### src/rtl/match_scene_descriptor_param.sv
// match_scene_descriptor_param
// Buffers one scene descriptor, streams database descriptors against it and
// keeps the best and second-best sum-of-squared-byte distances. After the
// final database descriptor a single ratio-test result is strobed out.
// Optional build macro: MSD_DIST_THRESHOLD_EN adds iMaxDist, an absolute
// ceiling on the best distance for a match.
module match_scene_descriptor_param #(
  parameter int DESC_WORDS  = 64,
  parameter int WORD_W      = 16,
  parameter int DIST_W      = 23,
  parameter int IDX_W       = 12,
  parameter int RATIO_SHIFT = 1
) (
  input  logic              iClk,
  input  logic              iRst_n,
  input  logic              iValid,
  output logic              oReady,
  input  logic [WORD_W-1:0] iDesc,
  input  logic              iSceneStart,
  input  logic              iDbStart,
  input  logic              iDbLast,
`ifdef MSD_DIST_THRESHOLD_EN
  input  logic [DIST_W-1:0] iMaxDist,
`endif
  output logic              oMatch,
  output logic [IDX_W-1:0]  oMatchIndex,
  output logic [DIST_W-1:0] oDist1,
  output logic [DIST_W-1:0] oDist2,
  output logic              oMatch_Valid
);

  localparam int BPW   = WORD_W / 8;
  localparam int CNT_W = $clog2(DESC_WORDS);
  localparam int CMP_W = DIST_W + RATIO_SHIFT;
  localparam logic [CNT_W-1:0] LAST_CNT = CNT_W'(DESC_WORDS - 1);

  typedef enum logic [2:0] {
    IDLE    = 3'd0,
    LOAD    = 3'd1,
    DB_WAIT = 3'd2,
    ACCUM   = 3'd3,
    RESULT  = 3'd4
  } state_t;

  state_t              r_state;
  logic [CNT_W-1:0]    r_cnt;
  logic [DIST_W-1:0]   r_acc;
  logic [DIST_W-1:0]   r_best1;
  logic [DIST_W-1:0]   r_best2;
  logic [IDX_W-1:0]    r_best_idx;
  logic [IDX_W-1:0]    r_db_idx;
  logic                r_last;
  logic                r_match_ratio;
  logic [WORD_W-1:0]   r_buf [DESC_WORDS];

  logic                w_fire;
  logic                w_buf_we;
  logic [CNT_W-1:0]    w_buf_addr;
  logic [WORD_W-1:0]   w_ref_word;
  logic [15:0]         w_sq_byte [BPW];
  logic [DIST_W-1:0]   w_sq;
  logic [DIST_W-1:0]   w_acc_sum;
  logic [DIST_W-1:0]   w_nb1;
  logic [DIST_W-1:0]   w_nb2;
  logic [IDX_W-1:0]    w_nidx;
  logic [CMP_W-1:0]    w_lhs;
  logic [CMP_W-1:0]    w_rhs;
  logic                w_ratio_ok;

  assign oReady = (r_state != RESULT);
  assign w_fire = iValid & oReady;

  // A word with iDbStart always compares against scene word 0; otherwise
  // the word counter selects the scene word (it sits at 0 in DB_WAIT).
  assign w_ref_word = (r_state == ACCUM && !iDbStart) ? r_buf[r_cnt] : r_buf[0];

  // Per-byte squared absolute difference
  genvar gi;
  generate
    for (gi = 0; gi < BPW; gi++) begin : g_byte
      logic [7:0] w_a;
      logic [7:0] w_b;
      logic [7:0] w_diff;
      assign w_a    = iDesc[8*gi +: 8];
      assign w_b    = w_ref_word[8*gi +: 8];
      assign w_diff = (w_a > w_b) ? (w_a - w_b) : (w_b - w_a);
      assign w_sq_byte[gi] = {8'd0, w_diff} * {8'd0, w_diff};
    end
  endgenerate

  // Sum of the byte squares for the current word
  always_comb begin
    w_sq = '0;
    for (int k = 0; k < BPW; k++) begin
      w_sq = w_sq + DIST_W'(w_sq_byte[k]);
    end
  end

  assign w_acc_sum = r_acc + w_sq;

  // Candidate best/second-best if the current word completes a descriptor;
  // ties with best1 fall through to the second-best comparison
  always_comb begin
    w_nb1  = r_best1;
    w_nb2  = r_best2;
    w_nidx = r_best_idx;
    if (w_acc_sum < r_best1) begin
      w_nb2  = r_best1;
      w_nb1  = w_acc_sum;
      w_nidx = r_db_idx;
    end else if (w_acc_sum < r_best2) begin
      w_nb2  = w_acc_sum;
    end
  end

  // Ratio test widened so the shift never drops bits
  assign w_lhs      = CMP_W'(w_nb1) << RATIO_SHIFT;
  assign w_rhs      = CMP_W'(w_nb2);
  assign w_ratio_ok = (w_lhs < w_rhs);

  // Scene buffer write: word 0 on a scene start, then by word counter
  always_comb begin
    w_buf_we   = 1'b0;
    w_buf_addr = '0;
    if (w_fire) begin
      case (r_state)
        IDLE:    w_buf_we = iSceneStart;
        DB_WAIT: w_buf_we = iSceneStart & ~iDbStart;
        LOAD: begin
          w_buf_we   = 1'b1;
          w_buf_addr = r_cnt;
        end
        default: w_buf_we = 1'b0;
      endcase
    end
  end

  // Scene buffer storage (contents are don't-care until a full load)
  always_ff @(posedge iClk) begin
    if (w_buf_we) r_buf[w_buf_addr] <= iDesc;
  end

  // Control FSM, distance accumulation, best tracking and result registers
  always_ff @(posedge iClk or negedge iRst_n) begin
    if (!iRst_n) begin
      r_state       <= IDLE;
      r_cnt         <= '0;
      r_acc         <= '0;
      r_best1       <= '1;
      r_best2       <= '1;
      r_best_idx    <= '0;
      r_db_idx      <= '0;
      r_last        <= 1'b0;
      r_match_ratio <= 1'b0;
      oMatchIndex   <= '0;
      oDist1        <= '0;
      oDist2        <= '0;
      oMatch_Valid  <= 1'b0;
    end else begin
      oMatch_Valid <= 1'b0;
      case (r_state)
        IDLE: begin
          if (w_fire && iSceneStart) begin
            r_cnt   <= CNT_W'(1);
            r_state <= LOAD;
          end
        end
        LOAD: begin
          if (w_fire) begin
            if (r_cnt == LAST_CNT) begin
              r_cnt      <= '0;
              r_best1    <= '1;
              r_best2    <= '1;
              r_best_idx <= '0;
              r_db_idx   <= '0;
              r_state    <= DB_WAIT;
            end else begin
              r_cnt <= r_cnt + CNT_W'(1);
            end
          end
        end
        DB_WAIT: begin
          if (w_fire) begin
            if (iDbStart) begin
              r_acc   <= w_sq;
              r_cnt   <= CNT_W'(1);
              r_last  <= iDbLast;
              r_state <= ACCUM;
            end else if (iSceneStart) begin
              // Abandon this database pass; the new scene word 0 is written
              r_cnt   <= CNT_W'(1);
              r_state <= LOAD;
            end
          end
        end
        ACCUM: begin
          if (w_fire) begin
            if (iDbStart) begin
              // Restart the descriptor; the index is not advanced
              r_acc  <= w_sq;
              r_cnt  <= CNT_W'(1);
              r_last <= iDbLast;
            end else if (r_cnt == LAST_CNT) begin
              r_best1    <= w_nb1;
              r_best2    <= w_nb2;
              r_best_idx <= w_nidx;
              r_db_idx   <= r_db_idx + IDX_W'(1);
              r_cnt      <= '0;
              r_acc      <= '0;
              if (r_last) begin
                oDist1        <= w_nb1;
                oDist2        <= w_nb2;
                oMatchIndex   <= w_nidx;
                r_match_ratio <= w_ratio_ok;
                oMatch_Valid  <= 1'b1;
                r_state       <= RESULT;
              end else begin
                r_state <= DB_WAIT;
              end
            end else begin
              r_acc <= w_acc_sum;
              r_cnt <= r_cnt + CNT_W'(1);
            end
          end
        end
        RESULT:  r_state <= IDLE;
        default: r_state <= IDLE;
      endcase
    end
  end

`ifdef MSD_DIST_THRESHOLD_EN
  logic r_match_hold;
  logic w_match_now;

  // The distance ceiling is applied with iMaxDist as seen in the RESULT cycle
  assign w_match_now = r_match_ratio & (oDist1 <= iMaxDist);
  assign oMatch      = (r_state == RESULT) ? w_match_now : r_match_hold;

  // Hold the thresholded match until the next result
  always_ff @(posedge iClk or negedge iRst_n) begin
    if (!iRst_n) begin
      r_match_hold <= 1'b0;
    end else if (r_state == RESULT) begin
      r_match_hold <= w_match_now;
    end
  end
`else
  assign oMatch = r_match_ratio;
`endif

endmodule

### config.mk
export PLATFORM = sky130hd
export DESIGN_NAME = match_scene_descriptor_param
export DESIGN_NICKNAME = d
export VERILOG_FILES = /design/src/rtl/match_scene_descriptor_param.sv
export SDC_FILE = /design/constraint.sdc
export NUM_CORES = 2
export LEC_CHECK = 0
export ABC_AREA = 1
export CORE_UTILIZATION = 57
export DETAILED_ROUTE_END_ITERATION = 6
export HOLD_SLACK_MARGIN = 0.15
export PLACE_DENSITY = 0.8
export SLEW_MARGIN = 20
export SYNTH_ARGS = -nofsm -noshare
export SYNTH_HDL_FRONTEND = slang
export SYNTH_SLANG_ARGS = --single-unit
### constraint.sdc
create_clock -name iClk -period 12.6 [get_ports iClk]
set_clock_uncertainty 0.1 [all_clocks]
set_input_delay 1.89 -clock iClk [delete_from_list [all_inputs] [get_ports iClk]]
set_output_delay 1.89 -clock iClk [all_outputs]
set_load 0.02 [all_outputs]
* Word-level counts from Yosys, hierarchy flattened
Memory sizes are Yosys's and may differ from the RTL's.
Cells that the tools add are included.
** Word-level totals
- Word-level logic and storage cells :: 124
- Memories kept :: 1
- Output and inout bits :: 61
- Register bits after elaboration :: 163
- Bits of input ports :: 22
- Bits in writable memories :: 1024
** Operators by class
- Reduce and logical (&&, ||, !) cells :: 14
- Equal/unequal tests :: 14
- $mul :: 2
- $add $sub $neg :: 8
- Magnitude comparators :: 5
- Bitwise operators :: 3
- Multiplexer cells :: 64
** Memory list
- r_buf :: depth 64, width 16, read ports 2, clocked after memory_dff 0, wr ports 1, line 54 : logic [WORD_W-1:0] r_buf [DESC_WORDS];
** Operator list (number)
- $mux W23 :: 16
- $pmux W23 S2 :: 3
- $mux W12 :: 9
- $mux W6 :: 10
- $pmux W12 S2 :: 2
- $lt A23 B23 Y1 :: 2
- $mul A8 B8 Y16 :: 2
- $sub A8 B8 Y8 :: 4
- $mux W3 :: 10
- $lt A24 B23 Y1 :: 1
- $pmux W6 S4 :: 1
- $add A23 B17 Y23 :: 1
- $add A16 B16 Y17 :: 1
- $gt A8 B8 Y1 :: 2
- $mux W16 :: 1
- $mux W8 :: 2
- $ne A2 B2 Y1 const B :: 7
- $add A12 B1 Y12 const B :: 1
- $pmux W3 S4 :: 1
- $reduce_and A6 Y1 :: 2
- $mux W1 :: 8
- $reduce_and A8 Y1 :: 1
- $add A6 B1 Y6 const B :: 1
- $eq A3 B2 Y1 const B :: 2
- 16 further kinds :: 20

* Depth between registers and ports, before layout
- Depth after elaboration :: 15
- Mapped depth :: 81
- Mapped depth without buffers :: 77

* Worst setup path after synthesis
Ideal clock, no wire load.
- Path kind :: in2reg
- Start point :: in iDbStart
- End point :: reg r_match_ratio (netlist: oMatch)
- Data required time :: 12434 ps
- Library setup time :: 66 ps
- Arrival time :: 12461 ps
- Stages on the path :: 66
- Slack :: -26 ps
- Buffers on the path :: 3
- Cells stage by stage :: nor2_4 > buf_1 > nand2_1 > o21ai_1 > ha_1 > inv_1 > fa_1 > nand2_1 > inv_1 > o21a_1 > nor2_1 > o21ai_2 > a21oi_1 > o21bai_1 > nand2_2 > inv_1 > nand2_1 > nand2_1 > [... 30 more ...] > ha_1 > a21oi_1 > o21ai_0 > a21oi_1 > nand3_2 > inv_1 > clkbuf_1 > buf_2 > nand2_1 > o21ai_0 > ha_1 > a21oi_1 > o21ai_0 > a21oi_1 > nor2_1 > nor2_1 > nand2_1 > nand2_1
** On the way
- Elaborated cells between the ends (all ways) :: 23
- Those cells by class :: add/sub: 6; mul: 2; order compare: 5; mux: 6; bitwise: 1; reduce/logical: 3
** RTL lines
- start: declaration :: line 20 : input logic iDbStart,
- $logic_not A1 Y1 * :: line 75 : assign w_ref_word = (r_state == ACCUM && !iDbStart) ? r_buf[r_cnt] : r_buf[0];
- $logic_and A1 B1 Y1 * :: line 75
- $mux W16 * :: line 75
- $sub A8 B8 Y8 or $gt A8 B8 Y1 (tied branches) :: line 86 : assign w_diff = (w_a > w_b) ? (w_a - w_b) : (w_b - w_a);
- $mux W8 :: line 86
- $mul A8 B8 Y16 :: line 87 : assign w_sq_byte[gi] = {8'd0, w_diff} * {8'd0, w_diff};
- $add A16 B16 Y17 * :: line 95 : w_sq = w_sq + DIST_W'(w_sq_byte[k]);
- $add A23 B17 Y23 * :: line 99 : assign w_acc_sum = r_acc + w_sq;
- $lt A23 B23 Y1 :: line 107 : if (w_acc_sum < r_best1) begin
- $mux W23 * :: line 107
- net w_nb1[8] :: line 63 : logic [DIST_W-1:0] w_nb1;
- $lt A24 B23 Y1 * :: line 119 : assign w_ratio_ok = (w_lhs < w_rhs);
- end signal: assignment :: line 214 : r_match_ratio <= w_ratio_ok;
- end: declaration :: line 53 : logic r_match_ratio;
Mark *: on every way through the listed nets, which the timed path passes. The rest lies on a longest branch.
A chain may end at the register's enable or synchronous reset.

* Final worst setup path
- Start point :: reg r_cnt[0]
- End point :: reg r_match_ratio (netlist: oMatch)
** On the way
- Longest elaborated chain between the ends :: 11
- Elaborated cells between the ends (all ways) :: 22
- Those cells by class :: add/sub: 6; mul: 2; order compare: 5; eq/ne: 1; mux: 6; reduce/logical: 1; memory: 1
** Ends and longest elaborated chain
- start: declaration :: line 46 : logic [CNT_W-1:0] r_cnt;
- start signal: assignment :: line 178 : r_cnt <= r_cnt + CNT_W'(1);
- start signal: assignment :: line 222 : r_cnt <= r_cnt + CNT_W'(1);
- $mem_v2 Z64 W16
- $mux W16 :: line 75
- $sub A8 B8 Y8 or $gt A8 B8 Y1 (tied branches) :: line 86
- $mux W8 :: line 86
- $mul A8 B8 Y16 :: line 87
- $add A16 B16 Y17 :: line 95
- $add A23 B17 Y23 :: line 99
- $lt A23 B23 Y1 :: line 111 : end else if (w_acc_sum < r_best2) begin
- $mux W23 :: line 111
- $mux W23 :: line 107
- $lt A24 B23 Y1 :: line 119
Several ways; a longest one is shown, not always the timed one.

==> flow_summary.yaml <==
outcome:
  outcome: "complete, but fails checks"
  violations: "design-rule violations"
timing:
  maxSlewHeadroom_pct: 31.0
  fin_crit_sh_pct: 99.3
  hold_violations: 0
  slew_violations: 0
  fmax_mhz: 79.9
  worst_slew_pin_slew_ns: 1.03
  rsz0062_at_grt: "true"
  min_period_ns: 12.52
  finalSetupViolCount: 0
setup_path:
  critPathMaxFanout: 18
  cp_common_cell: "nand2_1"
  cp.required_ns: 13.10
  worstSetupStartpointType: "flop"
  critPathCaptureType: "flop"
  crit_path_max_incr_delay_ns: 0.55
  worstSetupPathType: "reg2reg"
  cp_slowest_cell: "fa_2"
  cp.arrival_ns: 13.01
die:
  num_rows: 113
  dieWidth_um: 313
  die_area_um2: 98200
  initial_core_util_pct: 57.9
  die_y_um: 313
  ios: 83
  core-area_um2: 95400
global_route:
  antenna_found_initial: 9
  overflow: 0
  grt_max_degree: 98
  gr-usage-all-layers_pct: 33.2
  grt_pass1_wl_mm: 245
  grt_pass1_vias: 41300
placement:
  dpl_cell_area_um2: 61500
  hpwlAfterDp_mm: 107
  gp_congestion: 0.975
  io_buffers: 82
flow_run:
  max-cap-violations: 0
drt:
  dr.pass1.iters: 7
  avgRoutedWirePerCell_um: 24.2
  wl_mm: 168
  via_count: 43000
  drc: 8
  ant_nets: 0
  via_per_inst: 6.18
  dr.first_iter.drc_count: 5886
synth:
  synth-seq-cells: 1187
  synth_cell_types: 56
  synth-edff-count: 1024
  async_flop_share_pct: 13.7
  yosysTopAreaCell: "edfxtp_1"
  netlist_top_cells_area: "edfxtp_1 (56%), o21ai_0 (6.8%), nor2_1 (5.6%)"
  mappedNetlistArea_um2: 55200
  avgSynthCellArea_um2: 11.1
  synth_commonest_cells: "edfxtp_1 (1,024), nor2_1 (821), o21ai_0 (750), nand2_1 (487), inv_1 (385)"
  netlist_instances: 4993
  synth.most_common_cell: "edfxtp_1"
  synth_top_area_share_pct: 55.7
  synthFlopType: "edfxtp_1"
  synth_fp_nets: 5269
  yosys_warnings: 0
  ys_seq_area_share_pct: 63.1
finish:
  fillers: 6380
  drive_gt1_share_pct: 19.3
  seq_area_um2: 34900
  multiInputGateArea_um2: 18400
  stdcell_area_um2: 66800
  nets: 5875
  syn_to_final_growth_pct: 21.0
clocking:
  cts_buffers: 112
  cts_tree: "done"
  cts_buffer_depth: 3
  clock_latency_ns: 0.72
  root_buffer: "clkbuf_16"
  htree_num_levels: 3
  clkTransAtPathRegs_ns: 0.06
  cts_num_sinks: 1187
worst_hold_path:
  worstHoldPathType: "reg2reg"
## metrics by stage
stage	utilization (%)	hold WS, ns	setup slack, ns	TNS [ns]	std cells
2_1_floorplan	-	0.372	0.0788	0	4993
3_3_place_gp	64.5	0.362	-0.993	-25.69	6692
3_5_place_dp	64.5	0.364	-1.14	-40.73	6692
4_1_cts	68.7	0.381	0.000663	0	6918
5_1_grt	70.0	0.404	-0.639	-2.69	6957
6_report	70.0	0.378	0.0842	0	6960
## layout make-up
type / count / share of cell area (%)
Inverter: 414 / 2.39
Clock buffer: 150 / 4.54
Tap cell: 1265 / 2.37
Antenna cell: 4 / 0.0150
Multi-Input combinational cell: 3115 / 27.5
Timing Repair inverter: 5 / 0.103
Sequential cell: 1187 / 52.2
Timing Repair Buffer: 764 / 10.3
Clock inverter: 56 / 0.548
## final timing paths
kind | startpoint | end | slack [ns] | depth (start not counted)
setup / recovery | r_cnt[0]$_DFFE_PN0P_ | oMatch$_DFFE_PN0P_ | 0.08 | 78
hold / removal | oDist1[11]$_DFFE_PN0P_ | oDist1[11]$_DFFE_PN0P_ | 0.38 | 2
setup reg to reg | r_cnt[0]$_DFFE_PN0P_ | oMatch$_DFFE_PN0P_ | 0.08 | 78
hold reg to reg | oDist1[11]$_DFFE_PN0P_ | oDist1[11]$_DFFE_PN0P_ | 0.38 | 2
max in group asynchronous | iRst_n | r_acc[16]$_DFFE_PN0P_ | 10.00 | 2
min in group asynchronous | iRst_n | oDist2[13]$_DFFE_PN0P_ | 1.14 | 1
## critical path: cells and delay by family (launching register included)
family	cells	cell delay, ns
flops	1	0.51
buf+inv	21	2.07
simple gates	28	2.64
xor+xnor	1	0.27
fa+ha+maj	11	4.42
compound gates	17	2.34
## cells by family (layout without fill, tap and decap cells)
family / count (synthesis) / count (layout) / synth area share, %
compound gates: 1345 / 1345 / 13.7
xor+xnor: 55 / 55 / 0.885
fa+ha+maj: 254 / 254 / 6.85
buf+inv: 691 / 1389 / 4.86
flops: 1187 / 1187 / 63.1
mux: 2 / 2 / 0.0362
other cells: 0 / 4 / 0
simple gates: 1459 / 1459 / 10.5
## state kept, by name, summed over array words and instances (netlist names)
name	flops
r_best2	23
r_best1	23
oMatch	1
r_cnt	6
r_state	3
r_buf	1024
r_acc	23
r_db_idx	12
oDist1	23
r_last	1
oDist2	23
oMatchIndex	12
oMatch_Valid	1
r_best_idx	12
## per-layer routing
| layer | GRT usage [%] | routed length [um] |
|---|---|---|
| met5 | 0 | 65 |
| met4 | 15.8 | 8460 |
| met3 | 6.10 | 18900 |
| met2 | 52.5 | 78300 |
| met1 | 44.7 | 62300 |
## layout by cell type, fill, tap and decap left out, types with 30 or more instances in the layout
master / Yosys / layout
nand3_1: 72 / 69
clkinv_1: 4 / 30
clkdlybuf4s50_1: 0 / 64
clkbuf_16: 0 / 124
edfxtp_1: 1024 / 1024
a21oi_1: 101 / 83
o211ai_1: 51 / 51
nand2_1: 487 / 471
nor2_1: 821 / 799
dfstp_2: 46 / 46
o21ai_0: 750 / 690
o22ai_1: 298 / 290
buf_12: 0 / 34
ha_1: 173 / 158
inv_1: 385 / 376
clkbuf_1: 206 / 32
o221ai_1: 62 / 56
buf_4: 5 / 594
xor2_1: 38 / 35
dfrtp_1: 117 / 113
fa_1: 81 / 74
o21ai_1: 37 / 79
## timing repair
action,in CTS,in global routing
pin swaps,30,81
setup endpoints to repair,10,117
gates resized for setup,82,212
gates cloned,9,11
endpoints found under the hold margin,0,0
setup buffers,11,27
hold buffers,0,0
Power is not shown: default switching activity piles up to over one toggle a cycle in this logic, so the estimate is an artifact.
